## src/rtl/lvg_pkg.sv

```systemverilog
// Shared definitions for the systolic-array result path.
// Holds the sequencer count window that carries result words, the matrix
// dimension, the collector FSM state type and the de-skew lane helper.
package lvg_pkg;

  localparam logic [4:0] CNT_FIRST = 5'd5;
  localparam logic [4:0] CNT_LAST  = 5'd11;
  localparam int         MAT_N     = 4;

  typedef enum logic [1:0] {
    IDLE    = 2'd0,
    COLLECT = 2'd1,
    DRAIN   = 2'd2
  } collector_state_t;

  // Which dispatcher lane (0 = d1 .. 3 = d4) carries element (r, c), 0-based.
  // On anti-diagonal s = r + c the lanes start at row 0 while s <= 3 and
  // slide down one row per step after that, so the lane is r early on and
  // (MAT_N - 1 - c) on the lower half of the skew.
  function automatic int src_lane(input int r, input int c);
    if (r + c <= MAT_N - 1) return r;
    else                    return MAT_N - 1 - c;
  endfunction

endpackage

```

## src/rtl/result_collector.sv

```systemverilog
// Result collector: de-skews the dispatcher's anti-diagonal words into a 4x4
// buffer and drains it one row per out_valid/out_ready handshake.
// Ports: clk, rst (async, active-high); count = sequencer count; d1..d4 =
// dispatcher words; out_ready/out_valid/out_row_idx/out_data = row stream;
// busy = not idle; done = last-row pulse; err/ovr = sticky sequencing/overrun flags.
module result_collector
  import lvg_pkg::*;
#(
  parameter int WIDTH = 32
) (
  input  logic                 clk,
  input  logic                 rst,
  input  logic [4:0]           count,
  input  logic [WIDTH-1:0]     d1,
  input  logic [WIDTH-1:0]     d2,
  input  logic [WIDTH-1:0]     d3,
  input  logic [WIDTH-1:0]     d4,
  input  logic                 out_ready,
  output logic                 out_valid,
  output logic [1:0]           out_row_idx,
  output logic [4*WIDTH-1:0]   out_data,
  output logic                 busy,
  output logic                 done,
  output logic                 err,
  output logic                 ovr
);

  collector_state_t state_q, state_d;
  logic [4:0]       cnt_q;
  logic [4:0]       exp_q, exp_d;
  logic [1:0]       row_q, row_d;
  logic             done_q, done_d;
  logic             err_q, ovr_q;
  logic             capture, set_err, set_ovr;

  logic [WIDTH-1:0] buf_q  [MAT_N][MAT_N];
  logic [WIDTH-1:0] d_lane [MAT_N];

  always_comb begin
    d_lane[0] = d1;
    d_lane[1] = d2;
    d_lane[2] = d3;
    d_lane[3] = d4;
  end

  // State, expected-count and row pointer registers.
  always_ff @(posedge clk or posedge rst) begin
    if (rst) begin
      state_q <= IDLE;
      cnt_q   <= '0;
      exp_q   <= '0;
      row_q   <= '0;
      done_q  <= 1'b0;
      err_q   <= 1'b0;
      ovr_q   <= 1'b0;
    end else begin
      state_q <= state_d;
      cnt_q   <= count;
      exp_q   <= exp_d;
      row_q   <= row_d;
      done_q  <= done_d;
      if (set_err) err_q <= 1'b1;
      if (set_ovr) ovr_q <= 1'b1;
    end
  end

  always_comb begin
    state_d = state_q;
    exp_d   = exp_q;
    row_d   = row_q;
    done_d  = 1'b0;
    capture = 1'b0;
    set_err = 1'b0;
    set_ovr = 1'b0;
    case (state_q)
      IDLE: begin
        if (cnt_q == CNT_FIRST) begin
          capture = 1'b1;
          exp_d   = CNT_FIRST + 5'd1;
          state_d = COLLECT;
        end
      end
      COLLECT: begin
        if (cnt_q == exp_q) begin
          capture = 1'b1;
          exp_d   = exp_q + 5'd1;
          if (cnt_q == CNT_LAST) begin
            row_d   = 2'd0;
            state_d = DRAIN;
          end
        end else if (cnt_q != exp_q - 5'd1) begin
          // A held count (previous value repeated) is tolerated; anything
          // else means the skew is broken and the buffer cannot be trusted.
          set_err = 1'b1;
          state_d = IDLE;
        end
      end
      DRAIN: begin
        // A new matrix arriving before the drain finishes is dropped, not
        // started, even when it coincides with the last-row accept.
        if (cnt_q == CNT_FIRST) set_ovr = 1'b1;
        if (out_ready) begin
          row_d = row_q + 2'd1;
          if (row_q == 2'd3) begin
            done_d  = 1'b1;
            state_d = IDLE;
          end
        end
      end
      default: state_d = IDLE;
    endcase
  end

  // De-skew buffer: element (r, c) lives on anti-diagonal r + c, so it is
  // written when cnt_q selects that diagonal, from the lane carrying it.
  always_ff @(posedge clk or posedge rst) begin
    if (rst) begin
      for (int r = 0; r < MAT_N; r++)
        for (int c = 0; c < MAT_N; c++)
          buf_q[r][c] <= '0;
    end else if (capture) begin
      for (int r = 0; r < MAT_N; r++)
        for (int c = 0; c < MAT_N; c++)
          if (cnt_q == CNT_FIRST + 5'(r + c))
            buf_q[r][c] <= d_lane[src_lane(r, c)];
    end
  end

  assign out_valid   = (state_q == DRAIN);
  assign out_row_idx = row_q;
  assign busy        = (state_q != IDLE);
  assign done        = done_q;
  assign err         = err_q;
  assign ovr         = ovr_q;

  // Row data is forced to zero while no row is presented.
  always_comb begin
    out_data = '0;
    for (int c = 0; c < MAT_N; c++)
      out_data[c*WIDTH +: WIDTH] = out_valid ? buf_q[row_q][c] : '0;
  end

endmodule

```

## config.mk

```make
export PLATFORM = sky130hd
export DESIGN_NAME = result_collector
export DESIGN_NICKNAME = d
export VERILOG_FILES = /design/src/rtl/lvg_pkg.sv /design/src/rtl/result_collector.sv
export SDC_FILE = /design/constraint.sdc
export NUM_CORES = 1
export LEC_CHECK = 0
export CORE_ASPECT_RATIO = 1.2
export CORE_UTILIZATION = 56
export CTS_CLUSTER_DIAMETER = 100
export CTS_CLUSTER_SIZE = 20
export DETAILED_ROUTE_END_ITERATION = 16
export MAX_ROUTING_LAYER = met4
export PLACE_DENSITY = 0.81
export SLEW_MARGIN = 20
export SYNTH_ARGS = -nofsm -noshare
export SYNTH_HDL_FRONTEND = slang
export SYNTH_SLANG_ARGS = --single-unit
```

## constraint.sdc

```tcl
create_clock -name clk -period 22.9 [get_ports clk]
set_input_delay 4.58 -clock clk [delete_from_list [all_inputs] [get_ports clk]]
set_output_delay 4.58 -clock clk [all_outputs]
set_load 0.1 [all_outputs]
```

Yosys cells after proc, flatten, opt, wreduce, memory -nomap -nowiden
Index checks and enable logic that the tools add are counted.
- logic and storage cells: 204
- bits of input ports: 136
- register bits after elaboration: 529
- eq/ne operators: 19
- reduce and logical (&&, ||, !) cells: 14
- bitwise operators: 17
- $lt $le $gt $ge: 17
- multiplexer cells: 111
- $add $sub $neg: 3
- operators by type and width (kind ; count):
    32-bit two-way mux ; 68
    32-bit binary-select mux with 2-bit select ; 16
    32-bit by 3-bit >= comparator with 1-bit output (second input constant) ; 16
    32-bit NOT ; 16
    128-bit binary-select mux with 2-bit select ; 1
    128-bit two-way mux ; 2
    5-bit by 4-bit equality test with 1-bit output (second input constant) ; 4
    2-bit two-way mux ; 9
    5-bit by 3-bit equality test with 1-bit output (second input constant) ; 3
    2-bit AND reduction ; 7
    5-bit two-way mux ; 2
    5-bit case mux with 2 select lines ; 1
    1-bit two-way mux ; 9
    2-bit != test (second input constant) ; 4
    3-bit != test (second input constant) ; 2
    2-bit case mux with 3 select lines ; 1
    2-bit nonzero test ; 3
    5-bit by 1-bit adder with 5-bit output (second input constant) ; 1
    5-bit equality test ; 1
    5-bit != test ; 1
    5-bit AND reduction ; 1
    5-bit by 1-bit subtractor with 5-bit output (second input constant) ; 1
    2-bit equality test (second input constant) ; 2
    2-bit case mux with 2 select lines ; 1
    other kinds (9) ; 9

Longest topological paths before layout
- depth in word-level cells: 8
- gate-level depth with buffers: 10

Worst setup path after synthesis
OpenSTA, ideal clock, no wires.
- path kind: register to output
- start point: register row_q[1], in the netlist out_row_idx[1]
- end point: output port out_data[0]
- stages on the path, launching flop included: 7
- setup slack: 14.964 ns
- required time: 18.320 ns
- arrival: 3.356 ns
- cells stage by stage: dfrtp_1 clkbuf_1 clkbuf_1 clkbuf_1 clkbuf_1 mux4_2 and2_1
- word-level cells in the longest chain between the ends: 5
- ends and longest elaborated chain (what ; RTL line ; RTL):
    start, declared ; result_collector.sv:31 ; logic [1:0] row_q, row_d;
    start signal, assigned ; result_collector.sv:60 ; row_q <= row_d;
    2-bit NOT with 3-bit output (not written as such) ; result_collector.sv:140 ; out_data[c*WIDTH +: WIDTH] = out_valid ? buf_q[row_q][c] : '0;
    128-bit binary-select mux with 2-bit select ; result_collector.sv:140 ;
    128-bit two-way mux (2 in series) ; n/a ;
    32-bit two-way mux ; result_collector.sv:140 ;
    end, declared ; result_collector.sv:21 ; output logic [4*WIDTH-1:0] out_data,
Every way passes these cells. The select of a mux whose other input is x is not followed.

Worst setup path after layout
- start point: register row_q[1], in the netlist out_row_idx[1]
- end point: output port out_data[124]
- word-level cells in the longest chain between the ends: 5
- ends and longest elaborated chain (what ; RTL line):
    2-bit NOT with 3-bit output (not written as such) ; result_collector.sv:140
    128-bit binary-select mux with 2-bit select ; result_collector.sv:140
    128-bit two-way mux (not written as such) (2 in series) ; result_collector.sv:140
    32-bit two-way mux ; result_collector.sv:140
Every way passes these cells. The select of a mux whose other input is x is not followed.

==> flow_summary.ini <==
[synth]
synth_most_common_cell = dfrtp_1
synthTopCellsByArea = dfrtp_1 (56%), mux2_2 (15%), mux4_2 (12%)
netlist_area_sq_um = 23520
async_flop_share_pct = 100.0
synth_top_area_share_pct = 56.29
ys_ff_latch = 529
postSynthAreaPerCell_sq_um = 15.64
syn_inst = 1504
synth_warnings = 0
seq_area_frac_synth_pct = 56.29
synth-edff-count = 0
synth_largest_area_cell = dfrtp_1
synth_fp_nets = 1643
synth_cell_types = 40
synthTopCellsByCount = dfrtp_1 (529), mux2_2 (307), a22o_1 (161), and2_1 (130), mux4_2 (128)
synth_flop_cell = dfrtp_1

[timing]
final-hold-violation-count = 0
final-setup-viol-count = 0
slew_headroom_pct = 25.87
holdWs_ns = 0.4714
rsz0062_at_grt = false
max_freq_mhz = 105.4
setup_tns_ns = 0
clock-skew-final_ns = 0.02008
slew_violations = 0
worstMarginPinSlew_ns = 1.112
finalCritPeriodShare_pct = 41.42
fin_crit_ns = 9.485

[critical_path]
startpoint_type = register
cp_max_fo = 59
slowest_delay_ns = 0.97
arrival_ns = 4.90
end_kind = output pin
cp_slowest_cell = clkdlybuf4s50_1
cp_common_cell = buf_4
crit_required_ns = 18.32
path_class = reg -> out
path_cells = buf_4 -> buf_4 -> mux4_2 -> and2_1 -> clkdlybuf4s50_1

[detailed_routing]
ant_nets = 0
drtIter0Drc = 899
vias = 14210
drtPass1Iterations = 5
drc_errors = 0
wire_per_inst_um = 25.39
drt_wl_total_mm = 57.17
viasPerCell = 6.310

[grt]
grt_max_degree = 182
grt_pass1_wl_mm = 90.82
antenna_found_initial = 7
grt_pass1_vias = 15460
grtUsageTotal_pct = 28.32
grt_overflow = 0

[clock_network]
ctsHoldBuffers = 0
clk_pin_slew_ns = 0.09
cts-root-buf = clkbuf_16
cts_tree = yes
numCtsBuffers = 30
postCtsSetupBuffers = 0
clockBufferDepth = 3
cts_max_level = 1
cts.repair.resized = 0
clkLatencyLatePin_ns = 0.59
clkSinkCount = 529

[power_and_ir_drop]
leakage_uw = 0.01193
powerDensity_nw_per_um2 = 90.19
totalPowerFinal_uw = 2474
ir_drop_mv = 0.1112

[place]
hpwl_mm = 34.70
placed_area_sq_um = 26580
gp_congestion = 0.8272
io_buffer_count = 270
dp_cells = 2211

[floorplan]
ioPinCount = 271
fp.dieW_um = 189.1
die_area_sq_um = 42830
die_y_um = 226.5
start_util_pct = 57.30
rows = 81
core_area_sq_um = 41050

[status]
status = complete, no violations

[final_layout]
drive_gt1_share_pct = 31.77
area_growth_pct = 16.61
fin_cells = 2252
finalNetCount = 1844
design_area_sq_um = 27430

[worst_hold_path]
hold_path_class = reg -> reg

[flow_run]
cap_violations = 0
worst max-delay path, delay by kind of cell, from the launching register on:
kind / cells / cell delay (ns)
muxes: 1 / 0.61
and+or+nand+nor: 1 / 0.19
buffers and inverters: 3 / 2.55
DFF: 1 / 0.77
worst paths after layout:
kind                           startpoint            end  slack, ns  cells past startpoint
max in group asynchronous             rst     buf_q[204]      15.97                      4
min in group asynchronous             rst     buf_q[409]       4.53                      2
min reg2reg                           err            err       0.47                      1
max reg2reg                      cnt_q[1]     buf_q[211]      19.26                      6
max                        out_row_idx[1]  out_data[124]      13.42                      5
min                                   err            err       0.47                      1
layout by cell type, fill, tap and decap left out, drive strengths merged, types with 2 or more instances in the layout:
cell type	synthesis	routed
a21oi	5	5
a22o	161	161
and2	130	130
buf	37	18
clkbuf	82	32
clkdlybuf4s50	0	270
clkinv	0	2
dfrtp	529	529
diode	0	7
ha	3	3
inv	6	5
mux2	352	352
mux2i	2	2
mux4	128	128
nand2	12	12
nand2b	2	2
nand3	6	6
nor2	13	13
nor3	5	5
o21ai	2	2
o22ai	2	2
xnor2	5	5
xor2	6	6
cells by family after synthesis:
logic type	count (synthesis)	share of synthesized area, %
flops	529	56.29
mux	482	29.83
simple gates	179	4.639
compound gates	175	6.368
buf+inv	125	2.304
xor+xnor	11	0.4096
fa+ha+maj	3	0.1596
per-stage QoR:
| stage | setup WS (ns) | util, % |
|---|---|---|
| final | 13.42 | 66.82 |
| after detailed placement | 14.01 | 64.75 |
| after global routing | 13.19 | 66.82 |
| after floorplan | 3.538 | - |
| after global placement | 14.00 | 64.75 |
| after CTS | 13.35 | 66.69 |
cell type report:
cell class              count  area (sq um)
fillers                  2840         13620
flip-flops and latches    529         13250
multi-input cells         850          9783
repair buffers            288          2878
clock buffers              32         779.5
well taps                 539         674.4
inverters                   6         31.28
diodes                      7         17.52
clock inverters             1         16.27
where the power goes:
| group | internal [uW] | total (uW) | leakage, uW | switching [uW] |
|---|---|---|---|---|
| Sequential | 994 | 1060 | 0.00668 | 66.1 |
| Clock | 241 | 536 | 0.000390 | 295 |
| Combinational | 355 | 877 | 0.00486 | 522 |
| Total | 1590 | 2470 | 0.0119 | 883 |
flip-flops by register name, summed over array words and instances (netlist names):
signal and cells:
buf_q 512, cnt_q 5, exp_q 5, out_row_idx 2, state_q 2, done 1, err 1, ovr 1
per-layer routing:
layer / GRT usage [%] / vias up / wire length [um]
met5: - / - / 0
met4: 8.533 / 0 / 1248
met3: 4.009 / 70 / 2656
met2: 45.93 / 363 / 28970
met1: 37.49 / 7797 / 24300
li1: - / 5979 / -
Note: power is estimated with default switching activity, not from simulation.
